File: src/rtl/frame_capture_ctrl.sv
// frame_capture_ctrl: DVP capture sequencer in the dvp_pclk domain.
// Arms the capture stage, counts bytes per line and lines per frame, and
// reports good frames (frame_done) or failures (sticky frame_err/err_code).
// Optional arm timeout: define FRAME_CAPTURE_CTRL_TIMEOUT_EN to build it.
module frame_capture_ctrl #(
    parameter int unsigned LINE_BYTES     = 1280,
    parameter int unsigned FRAME_LINES    = 480,
    parameter int unsigned TIMEOUT_CYCLES = 12500000
) (
    input  logic        dvp_pclk,
    input  logic        rst_n,
    input  logic        ip_enable,
    input  logic        start,
    input  logic        continuous,
    input  logic        img_start,
    input  logic        fifo_write,
    input  logic        fifo_full,
    output logic        capture_enable,
    output logic        busy,
    output logic        frame_done,
    output logic        frame_err,
    output logic [1:0]  err_code,
    output logic [10:0] line_cnt,
    output logic [11:0] byte_cnt
);

    typedef enum logic [1:0] {
        S_IDLE,
        S_ARM,
        S_ACTIVE,
        S_DONE
    } state_t;

    localparam logic [1:0]  ERR_NONE  = 2'b00;
    localparam logic [1:0]  ERR_OVF   = 2'b01;
    localparam logic [1:0]  ERR_LINE  = 2'b10;
    localparam logic [1:0]  ERR_TMO   = 2'b11;
    localparam logic [11:0] LINE_LEN  = 12'(LINE_BYTES);
    localparam logic [10:0] LAST_LINE = 11'(FRAME_LINES);

    state_t      state;
    state_t      state_nx;
    logic        err_nx;
    logic [1:0]  code_nx;
    logic [10:0] line_nx;
    logic [11:0] byte_nx;
    logic [10:0] line_inc;
    logic        fifo_write_d;
    logic        line_end;
    logic        overflow;
    logic        tmo_hit;

    assign line_inc = line_cnt + 11'd1;
    assign line_end = fifo_write_d && !fifo_write;
    assign overflow = fifo_write && fifo_full;

`ifdef FRAME_CAPTURE_CTRL_TIMEOUT_EN
    localparam logic [23:0] TMO_LAST = 24'(TIMEOUT_CYCLES - 1);

    logic [23:0] tmo_cnt;

    assign tmo_hit = (tmo_cnt == TMO_LAST);

    // Arm timeout counter: cleared when ARM is entered, counts while in ARM.
    always_ff @(posedge dvp_pclk or negedge rst_n) begin
        if (!rst_n) begin
            tmo_cnt <= '0;
        end else if (state_nx == S_ARM && state != S_ARM) begin
            tmo_cnt <= '0;
        end else if (state == S_ARM) begin
            tmo_cnt <= tmo_cnt + 24'd1;
        end
    end
`else
    assign tmo_hit = 1'b0;
`endif

    // Timeout must be non-zero and fit the 24-bit arm counter.
    a_timeout_range : assert property (@(posedge dvp_pclk) disable iff (!rst_n)
        (TIMEOUT_CYCLES >= 32'd1) && (TIMEOUT_CYCLES <= 32'd16777216));

    // Next-state, error and counter logic; priority is ip_enable low,
    // then overflow, then line-end check, then frame completion.
    always_comb begin
        state_nx = state;
        err_nx   = frame_err;
        code_nx  = err_code;
        line_nx  = line_cnt;
        byte_nx  = byte_cnt;
        unique case (state)
            S_IDLE: begin
                if (ip_enable && start) begin
                    state_nx = S_ARM;
                    err_nx   = 1'b0;
                    code_nx  = ERR_NONE;
                    line_nx  = '0;
                    byte_nx  = '0;
                end
            end
            S_ARM: begin
                if (!ip_enable) begin
                    state_nx = S_IDLE;
                end else if (overflow) begin
                    state_nx = S_IDLE;
                    err_nx   = 1'b1;
                    code_nx  = ERR_OVF;
                end else if (img_start) begin
                    state_nx = S_ACTIVE;
                    line_nx  = '0;
                    byte_nx  = '0;
                end else if (tmo_hit) begin
                    state_nx = S_IDLE;
                    err_nx   = 1'b1;
                    code_nx  = ERR_TMO;
                end
            end
            S_ACTIVE: begin
                if (!ip_enable) begin
                    state_nx = S_IDLE;
                end else if (overflow) begin
                    state_nx = S_IDLE;
                    err_nx   = 1'b1;
                    code_nx  = ERR_OVF;
                end else if (line_end) begin
                    if (byte_cnt != LINE_LEN) begin
                        state_nx = S_IDLE;
                        err_nx   = 1'b1;
                        code_nx  = ERR_LINE;
                    end else begin
                        line_nx = line_inc;
                        byte_nx = '0;
                        if (line_inc == LAST_LINE) begin
                            state_nx = S_DONE;
                        end
                    end
                end else if (fifo_write && byte_cnt != '1) begin
                    byte_nx = byte_cnt + 12'd1;
                end
            end
            S_DONE: begin
                if (continuous && ip_enable) begin
                    state_nx = S_ARM;
                end else begin
                    state_nx = S_IDLE;
                end
            end
            default: state_nx = S_IDLE;
        endcase
    end

    // State register and registered outputs, all derived from the next state.
    always_ff @(posedge dvp_pclk or negedge rst_n) begin
        if (!rst_n) begin
            state          <= S_IDLE;
            capture_enable <= 1'b0;
            busy           <= 1'b0;
            frame_done     <= 1'b0;
            frame_err      <= 1'b0;
            err_code       <= ERR_NONE;
            line_cnt       <= '0;
            byte_cnt       <= '0;
            fifo_write_d   <= 1'b0;
        end else begin
            state          <= state_nx;
            capture_enable <= (state_nx == S_ARM) || (state_nx == S_ACTIVE);
            busy           <= (state_nx != S_IDLE);
            frame_done     <= (state_nx == S_DONE);
            frame_err      <= err_nx;
            err_code       <= code_nx;
            line_cnt       <= line_nx;
            byte_cnt       <= byte_nx;
            fifo_write_d   <= fifo_write;
        end
    end

endmodule
File: config.mk
export PLATFORM = sky130hd
export DESIGN_NAME = frame_capture_ctrl
export DESIGN_NICKNAME = d
export VERILOG_FILES = /design/src/rtl/frame_capture_ctrl.sv
export SDC_FILE = /design/constraint.sdc
export NUM_CORES = 1
export LEC_CHECK = 0
export BUFFER_PORTS_ARGS = -buffer_cell sky130_fd_sc_hd__buf_2
export CELL_PAD_IN_SITES_DETAIL_PLACEMENT = 0
export CELL_PAD_IN_SITES_GLOBAL_PLACEMENT = 2
export CORE_MARGIN = 3
export CORE_UTILIZATION = 34
export DETAILED_ROUTE_END_ITERATION = 16
export GPL_TIMING_DRIVEN = 0
export PLACE_DENSITY_LB_ADDON = 0.1
export RECOVER_POWER = 100
export SLEW_MARGIN = 25
export SYNTH_ARGS = -nofsm -noshare
export SYNTH_HDL_FRONTEND = slang
export SYNTH_SLANG_ARGS = --single-unit
File: constraint.sdc
create_clock -name dvp_pclk -period 3 [get_ports dvp_pclk]
set_input_delay 0.3 -clock dvp_pclk [delete_from_list [all_inputs] [get_ports dvp_pclk]]
set_output_delay 0.3 -clock dvp_pclk [all_outputs]
set_load 0.01 [all_outputs]
; After elaboration in Yosys (flattened, before gate mapping)
; Index checks and enable logic that the tools add are counted.
[op_classes]
reduce_logical = 13
n_eq_ne = 22
mux = 46
addsub = 2
[op_table]
columns = cell, n
row1 = $mux 12, 9
row2 = $mux 11, 8
row3 = $pmux 12 s3, 1
row4 = $pmux 11 s3, 1
row5 = $mux 2, 16
row6 = $ne 2x2->1 const B, 9
row7 = $reduce_and 9->1, 2
row8 = $add 12x1->12 const B, 1
row9 = $ne 12x11->1 const B, 1
row10 = $ne 12x12->1 const B, 1
row11 = $ne 3x3->1 const B, 4
row12 = $add 11x1->11 const B, 1
row13 = $eq 11x9->1 const B, 1
row14 = $eq 2x2->1 const B, 4
row15 = $mux 1, 8
row16 = $pmux 2 s4, 1
row17 = $reduce_and 7->1, 1
row18 = $pmux 2 s3, 1
row19 = $logic_and 1x1->1, 5
row20 = $eq 2x1->1 const B, 2
row21 = $pmux 1 s3, 1
row22 = $reduce_bool 3->1, 1
row23 = $logic_not 2->1, 1
row24 = $reduce_bool 2->1, 1
row25 = other kinds (2), 2
[word_totals]
reg_bits = 32
output_inout_bits = 29
input_bits = 8
elab_cells = 92

; Depth between registers and ports, before layout
; Gate-level depths: netlist (run 1).
[depth]
ltp_word = 10
mapped_depth = 9
depth_no_buf = 9

; Worst setup path after synthesis (run 1)
; No wires, ideal clock.
[synth_timing]
path_kind = reg-to-reg
start = register byte_cnt[6]
end = register capture_enable
period_less_slack_ps = 2355
path_stages_with_launch = 7
n_path_buf = 0
t_required_ps = 2874
setup_ps = 126
setup_slack_ps = 645
arrival_time_ps = 2229
path_cell_list = dfrtp_1 -> or4_4 -> or3_2 -> o21ai_0 -> o21ai_0 -> a21o_1 -> ha_1
[synth_between]
elab_chain_len = 8
elab_cells_between_ends = 9
cone_classes = eq/ne (3) / mux (5) / reduce/logical (1)
[synth_rtl]
columns = item, line_no
row1 = start: declaration, 24  ; output logic [11:0] byte_cnt
row2 = start signal: assignment, 171  ; byte_cnt <= byte_nx;
row3 = $ne 12x11->1 *, 125  ; if (byte_cnt != LINE_LEN) begin
row4 = $mux 2 *, 125
row5 = $mux 2 *, 124  ; end else if (line_end) begin
row6 = $mux 2 *, 120  ; end else if (overflow) begin
row7 = $mux 2 *, 118  ; if (!ip_enable) begin
row8 = $pmux 2 s4 *, 90  ; unique case (state)
row9 = $eq 2x1->1 or $eq 2x2->1 (tied branches), 165  ; capture_enable <= (state_nx == S_ARM) || (state_nx == S_ACTIVE);
row10 = $logic_or 1x1->1 *, 165
row11 = end signal: assignment, 165
row12 = end: declaration, 18  ; output logic capture_enable,
; Every way passes the cells marked *; elsewhere a longest branch is shown, timed or not.
; A chain may end at the register's enable or synchronous reset.

; Worst setup path after layout (run 1)
[layout_timing]
start = register state[1]
end = register line_cnt[1]
[layout_between]
elab_chain_len = 3
elab_cells_between_ends = 14
cone_classes = eq/ne (10) / mux (1) / reduce/logical (3)
[layout_rtl]
columns = item, line_no
row1 = start: declaration, 41  ; state_t state;
row2 = start signal: assignment, 164  ; state <= state_nx;
row3 = $eq 2x2->1 (tied with other cells), 90
row4 = $ne 2x2->1 (no source line) or $reduce_bool 3->1 (tied branches), -
row5 = $reduce_and 9->1 (no source line), -
row6 = end signal: assignment, 170  ; line_cnt <= line_nx;
row7 = end: declaration, 23  ; output logic [10:0] line_cnt,
; Several ways; a longest one is shown, not always the timed one.

==> impl_metrics.json, run 1 <==
{
  "status": "finished with violations",
  "failed_checks": "capacitance limit, slew limit",
  "dr_total_vias": 1786,
  "ctsLongestPathBuffers": 2,
  "postLayoutCoreUtil_pct": 41.1,
  "combinationalPowerShare_pct": 33.3,
  "seq_area_frac_synth_pct": 40.8,
  "clock_tree.root_cell": "sky130_fd_sc_hd__clkbuf_8",
  "timing.final.hold_violations": 0,
  "finalClockSkew_ns": 0.00720,
  "via_per_inst": 5.56,
  "placement.setup.worst_slack_ns": 0.471,
  "synth_edf_count": 0,
  "hpwlAfterDp_mm": 3.75,
  "numPortBuffers": 36,
  "first_pass_iters": 4,
  "cts_sinks": 32,
  "p_seq_share_pct": 38.2,
  "core_area_sq_mm": 0.00554,
  "rr_startpoint": "state[1]",
  "grt.overflow.total": 0,
  "synth_async_sr_flop_share_pct": 100,
  "grt_start_max_net_pins": 33,
  "fin_ws_ns": 0.338,
  "grtUsageTotal_pct": 16.9,
  "cts_repair_resize_count": 0,
  "power.total_mw": 1.29,
  "post_synth_top_area_share_pct": 40.8,
  "cts_made_buffers": 5,
  "cts.reportedPaths.clkPinSlew_ns": 0.08,
  "instance_count_after_placement_with_tap_cells_included": 313,
  "min_period_over_period_pct": 88.7,
  "classification_of_the_worst_setup_path": "reg2reg",
  "power.net_switching_mw": 0.485,
  "top_ports": 37,
  "static-leakage-power_nw": 0.915,
  "syn-cell-area_sq_mm": 0.00196,
  "start_kind": "flop",
  "critical_path_arrival_ns": 2.89,
  "drt_iter0_drc": 90,
  "wire_per_inst_um": 16.4,
  "worstSetupEndpointType": "flop",
  "post_synth_num_cell_types": 51,
  "start_util_pct": 35.4,
  "final_cell_mix": "sky130_fd_sc_hd__clkbuf_1, sky130_fd_sc_hd__dfrtp_1, sky130_fd_sc_hd__nand2_1",
  "hold_buffers": 0,
  "floorplan.die_area_sq_mm": 0.00672,
  "tritoncts_clock_tree": "yes",
  "finalMaxSlewViolations": 33,
  "yosys.area.top_type": "sky130_fd_sc_hd__dfrtp_1",
  "whs_ns": 0.202,
  "peakVddDrop_mv": 0.241,
  "worst_pin_slew_ns": 1.84,
  "p_per_area_mw_per_mm2": 566,
  "post_synth_main_area_contributors": "sky130_fd_sc_hd__dfrtp_1, sky130_fd_sc_hd__ha_1, sky130_fd_sc_hd__nand2_1, sky130_fd_sc_hd__o21ai_0, sky130_fd_sc_hd__o31ai_1",
  "worst_hold_startpoint": "fifo_write",
  "synthesis.nets": 222,
  "area_growth_pct": 16.0,
  "post-route-drc-count": 0,
  "ys_dominant_reg_cell": "sky130_fd_sc_hd__dfrtp_1",
  "grt_setup_unrepaired": "false",
  "post-route-cell-area_sq_mm": 0.00228,
  "rows": 27,
  "fill_cells": 604,
  "layout_commonest_cell": "sky130_fd_sc_hd__clkbuf_1",
  "finalNetCount": 265,
  "worstSkewPairLatency_ns": 0.29,
  "synthesis.instances": 205,
  "max_slew_margin_pct": -22.4,
  "via_count_of_the_first_global_routing_pass": 1690,
  "hold_path.class": "in2reg",
  "cts-htree-levels": 2,
  "clock.fmax_mhz": 376,
  "grt_antenna_before_repair": 0,
  "finalSetupTns_ns": 0,
  "post_layout_nonfiller_instances": 321,
  "avgSynthCellArea_sq_um": 9.57,
  "cap_violations": 1,
  "ant_nets": 0,
  "die-width_um": 82.0,
  "totalWireLength_mm": 5.26,
  "synth-seq-cells": 32,
  "antenna-diode-count": 0,
  "crit_required_ns": 3.23,
  "cell_internal_pwr_mw": 0.803,
  "post_cts_buffers": 0,
  "power_frac_clock_pct": 28.5,
  "routability_congestion": 0.772,
  "netSwitchingFraction_pct": 37.6,
  "grt_pass1_wl_mm": 8.65,
  "critical_path.startpoint": "state[1]",
  "synth-warning-count": 0,
  "placedInstanceArea_sq_mm": 0.00224,
  "fp.dieH_um": 82.0,
  "final_layout_size_suffix_gt1_share_pct": 10.8,
  "crit_path_max_fanout": 10,
  "final-setup-viol-count": 0,
  "time_the_final_worst_path_needs_with_i_o_delays_and_setup_ns": 2.66
}
==> sequential cells by signal, summed over array words and instances, names as in the netlist <==
| name | count |
|---|---|
| byte_cnt | 12 |
| line_cnt | 11 |
| err_code | 2 |
| state | 2 |
| busy | 1 |
| capture_enable | 1 |
| fifo_write_d | 1 |
| frame_done | 1 |
| frame_err | 1 |
==> power groups by stage <==
stage | Clock, mW | Sequential, mW | Combinational [mW]
floorplan | 0 | 0.513 | 0.312
global placement | 0 | 0.500 | 0.473
detailed placement | 0 | 0.501 | 0.473
CTS | 0.378 | 0.492 | 0.478
global route | 0.398 | 0.497 | 0.490
finish | 0.367 | 0.492 | 0.429
==> kinds of logic after synthesis <==
| kind of cell | count (synthesis) | synth area share, % |
|---|---|---|
| fa+ha+maj | 9 | 5.74 |
| simple gates | 85 | 24.7 |
| xor+xnor | 5 | 2.23 |
| mux | 3 | 1.72 |
| buf+inv | 12 | 2.81 |
| flops | 32 | 40.8 |
| compound gates | 59 | 22.0 |
==> routing by layer <==
layer	share of wire (%)	vias to the layer above	GRT usage [%]
met3	4.1	8	3.51
met2	46	41	26.9
met1	48	870	22.9
met5	0	-	0
li1	-	867	-
met4	1.6	0	5.15
==> worst paths after layout <==
path,endpoint,slack [ns],cells after the start
min in group asynchronous,byte_cnt[10],0.50,1
worst min-delay path,fifo_write_d,0.20,1
max in group asynchronous,line_cnt[8],1.44,1
worst max-delay path,line_cnt[1],0.34,8
worst min register to register,frame_err,0.51,1
worst max register to register,line_cnt[1],0.34,8
==> cells in the mapped netlist, types with 4 or more instances <==
cell type / count
sky130_fd_sc_hd__o21ai_0: 14
sky130_fd_sc_hd__nand3_1: 9
sky130_fd_sc_hd__nand4_1: 5
sky130_fd_sc_hd__xnor2_1: 4
sky130_fd_sc_hd__a21oi_1: 6
sky130_fd_sc_hd__nor4_1: 5
sky130_fd_sc_hd__nor2_1: 7
sky130_fd_sc_hd__o31ai_1: 7
sky130_fd_sc_hd__or4_1: 4
sky130_fd_sc_hd__ha_1: 9
sky130_fd_sc_hd__inv_1: 8
sky130_fd_sc_hd__a31oi_1: 4
sky130_fd_sc_hd__nor3_1: 9
sky130_fd_sc_hd__nor2b_1: 4
sky130_fd_sc_hd__nand2_1: 19
sky130_fd_sc_hd__dfrtp_1: 32
sky130_fd_sc_hd__and2_1: 5
==> worst max-delay path, stage by stage (launching register included) <==
cell and delay [ns]:
sky130_fd_sc_hd__dfrtp_1 0.44, sky130_fd_sc_hd__inv_1 0.09, sky130_fd_sc_hd__ha_1 0.29, sky130_fd_sc_hd__o21ba_1 0.23
sky130_fd_sc_hd__a211o_1 0.38, sky130_fd_sc_hd__nor3b_2 0.60, sky130_fd_sc_hd__clkbuf_2 0.37, sky130_fd_sc_hd__nand3_1 0.11
sky130_fd_sc_hd__nand2_1 0.09
==> area by class of cell <==
class | count | area, sq um | area share [%]
timing repair buffer | 36 | 141 | 6.21
multi-input combinational | 161 | 1100 | 48.3
sequential | 32 | 801 | 35.2
clock buffer | 6 | 82.6 | 3.63
clock inverter | 2 | 15.0 | 0.660
tap | 72 | 90.1 | 3.96
inverter | 8 | 30.0 | 1.32
buffer | 4 | 17.5 | 0.770
(Power assumes the default switching activity.)
==> inputs of run 2 (changes only) <==
--- a/config.mk
+++ b/config.mk
@@ -5,11 +5,12 @@
 export SDC_FILE = /design/constraint.sdc
 export NUM_CORES = 1
 export LEC_CHECK = 0
+export ABC_AREA = 1
 export BUFFER_PORTS_ARGS = -buffer_cell sky130_fd_sc_hd__buf_2
 export CELL_PAD_IN_SITES_DETAIL_PLACEMENT = 0
 export CELL_PAD_IN_SITES_GLOBAL_PLACEMENT = 2
 export CORE_MARGIN = 3
-export CORE_UTILIZATION = 34
+export CORE_UTILIZATION = 32
 export DETAILED_ROUTE_END_ITERATION = 16
 export GPL_TIMING_DRIVEN = 0
 export PLACE_DENSITY_LB_ADDON = 0.1
==> run 2 against run 1 <==
  * Sequential cell count unchanged
  * Area after synthesis increased by 8.4%
  * Final cell count increased by 25%
  * Critical endpoint is now line_cnt[9]
  * Hold slack improved by 0.011 ns
  * Final area increased by 5.7%
  * Via count increased by 5.7%
  * Non-clock buffer count increased by 1
  * The run still ends with capacitance limit, slew limit left
  * Critical path depth increased by 1
  * Register-to-register slack improved by 0.36 ns
  * Power increased by 7.8%
  * Combinational power increased by 18%
  * Sequential power increased by 5.5%
==> impl_metrics.json, run 2 <==
{
  "synth_most_common_cell": "sky130_fd_sc_hd__nand2_1",
  "start_util_pct": 33.3,
  "finalNetCount": 342,
  "ant_nets": 0,
  "failed_checks": "capacitance limit, slew limit",
  "post_synth_num_cell_types": 31,
  "layout_top_registers": "byte_cnt x12, line_cnt x11",
  "time_the_final_worst_path_needs_with_i_o_delays_and_setup_ns": 2.31,
  "finalSetupTns_ns": 0,
  "synthXorXnorAreaFrac_pct": 2.47,
  "peakVddDrop_mv": 0.335,
  "placement.setup.worst_slack_ns": 0.914,
  "antenna-diode-count": 0,
  "synth-warning-count": 0,
  "synth-seq-cells": 32,
  "post_synth_main_area_contributors": "sky130_fd_sc_hd__dfrtp_1, sky130_fd_sc_hd__nand2_1, sky130_fd_sc_hd__inv_1, sky130_fd_sc_hd__ha_1, sky130_fd_sc_hd__nand3_1",
  "crit_required_ns": 3.19,
  "grt.overflow.total": 0,
  "complex_gate_fraction_of_the_synthesized_area_pct": 12.5,
  "seq_area_sq_um": 801,
  "numPortBuffers": 36,
  "hold_path.class": "in2reg",
  "via_count_of_the_first_global_routing_pass": 1778,
  "min_period_over_period_pct": 76.9,
  "synthesis.nets": 299,
  "grt_start_max_net_pins": 33,
  "hpwlAfterDp_mm": 3.97,
  "dr_total_vias": 1888,
  "first_pass_iters": 4,
  "synth_top_family_by_area": "simple AND/OR/NAND/NOR gates",
  "clock.fmax_mhz": 434,
  "status": "finished with violations",
  "via_per_inst": 4.70,
  "grt_antenna_before_repair": 0,
  "die-width_um": 87.5,
  "worstSkewPairLatency_ns": 0.28,
  "worst_pin_slew_ns": 1.85,
  "wire_per_inst_um": 13.0,
  "grtUsageTotal_pct": 15.1,
  "finalClockSkew_ns": 0.0110,
  "max_slew_margin_pct": -23.2,
  "classification_of_the_worst_setup_path": "reg2reg",
  "cap_violations": 1,
  "cts-htree-levels": 2,
  "static-leakage-power_nw": 1.09,
  "largest_register": "byte_cnt",
  "whs_ns": 0.212,
  "cts.reportedPaths.clkPinSlew_ns": 0.06,
  "hold_buffers": 0,
  "yosys.area.top_type": "sky130_fd_sc_hd__dfrtp_1",
  "ys_dominant_reg_cell": "sky130_fd_sc_hd__dfrtp_1",
  "synth_mux_area_share_pct": 0,
  "final_cell_mix": "sky130_fd_sc_hd__nand2_1, sky130_fd_sc_hd__inv_1, sky130_fd_sc_hd__clkbuf_1",
  "floorplan.die_area_sq_mm": 0.00766,
  "clock_tree.root_cell": "sky130_fd_sc_hd__clkbuf_8",
  "post-route-drc-count": 0,
  "crit_path_max_fanout": 10,
  "start_kind": "flop",
  "post-route-cell-area_sq_mm": 0.00241,
  "grt_setup_unrepaired": "false",
  "fill_cells": 719,
  "synthSimpleGateAreaFrac_pct": 33.0,
  "seq_area_frac_synth_pct": 37.6,
  "cts_repair_resize_count": 0,
  "multi_input_area_sq_mm": 0.00108,
  "synthAdderAreaFrac_pct": 5.29,
  "avgSynthCellArea_sq_um": 7.54,
  "final_layout_size_suffix_gt1_share_pct": 11.7,
  "tritoncts_clock_tree": "yes",
  "synth_edf_count": 0,
  "ctsLongestPathBuffers": 2,
  "cts_made_buffers": 5,
  "synthesis.instances": 282,
  "top_ports": 37,
  "critical_path_arrival_ns": 2.50,
  "drt_iter0_drc": 101,
  "largest_reg_flops": 12,
  "post_synth_top_area_share_pct": 37.6,
  "timing.final.hold_violations": 0,
  "routability_congestion": 0.804,
  "grt_pass1_wl_mm": 8.99,
  "finalMaxSlewViolations": 33,
  "rows": 29,
  "placedInstanceArea_sq_mm": 0.00240,
  "postLayoutCoreUtil_pct": 37.7,
  "core_area_sq_mm": 0.00639,
  "fin_ws_ns": 0.693,
  "layout_commonest_cell": "sky130_fd_sc_hd__nand2_1",
  "synth_async_sr_flop_share_pct": 100,
  "synth_top_cells_by_count": "sky130_fd_sc_hd__nand2_1, sky130_fd_sc_hd__inv_1, sky130_fd_sc_hd__dfrtp_1",
  "fp.dieH_um": 87.5,
  "totalWireLength_mm": 5.23,
  "p_per_area_mw_per_mm2": 577,
  "area_growth_pct": 13.1,
  "cts_sinks": 32,
  "worstSetupEndpointType": "flop",
  "final-setup-viol-count": 0,
  "syn-cell-area_sq_mm": 0.00213,
  "post_cts_buffers": 0
}
## run 2: cell count changes after synthesis, sizes merged, moves of 6 or more
cell	before	now
nand3	9	25
nand2	20	76
o31ai	7	0
inv	8	42
nor2	7	31
o22ai	0	6
o21ai	17	25
## run 2: final timing paths
kind	slack (ns)	end	cells past startpoint	startpoint
worst max register to register	0.69	line_cnt[9]	9	state[0]
worst min-delay path	0.21	fifo_write_d	1	fifo_write
max in group asynchronous	1.42	err_code[0]	1	rst_n
worst max-delay path	0.69	line_cnt[9]	9	state[0]
min in group asynchronous	0.51	byte_cnt[4]	1	rst_n
worst min register to register	0.48	frame_err	2	frame_err
## run 2: report_power, final
group          leakage [nW]  internal, mW  switching [mW]
combinational         0.608         0.158           0.349
sequential            0.436         0.479          0.0398
clock                0.0503         0.204           0.158
## run 2: per-layer routing
metal | global-route usage (%) | vias up | wire length (um)
li1 | - | 1000 | -
met1 | 22.2 | 838 | 2730
met2 | 22.1 | 48 | 2230
met3 | 3.10 | 2 | 247
met4 | 4.60 | 0 | 31
met5 | 0 | - | 0
## run 2: kinds of logic after synthesis
kind of cell / after synthesis
AO/OA/AOI/OAI: 41
AND/OR/NAND/NOR: 147
flip-flops: 32
buffers and inverters: 47
adder cells (fa/ha/maj): 9
XOR/XNOR: 6
## run 2: through the flow
stage	std cells	total power, mW
after floorplan	282	0.927
after global placement	395	1.09
after detailed placement	395	1.09
after CTS	402	1.46
after global routing	402	1.53
final	402	1.39
## run 2: cell type report
cell class | instances | area share (%)
Multi-Input combinational cell | 203 | 45.0
Sequential cell | 32 | 33.3
Inverter | 42 | 6.55
Timing Repair Buffer | 36 | 5.88
Clock buffer | 7 | 4.00
Tap cell | 77 | 4.00
Buffer | 5 | 1.30
## run 2: critical path, cell delays in order (launching register included)
cell and delay (ns):
sky130_fd_sc_hd__dfrtp_1 0.45, sky130_fd_sc_hd__inv_1 0.12, sky130_fd_sc_hd__ha_1 0.25, sky130_fd_sc_hd__inv_1 0.26, sky130_fd_sc_hd__nor2_1 0.19, sky130_fd_sc_hd__nor3_1 0.30, sky130_fd_sc_hd__o21ai_2 0.15, sky130_fd_sc_hd__inv_1 0.14
sky130_fd_sc_hd__nand2_1 0.20, sky130_fd_sc_hd__o22ai_1 0.17
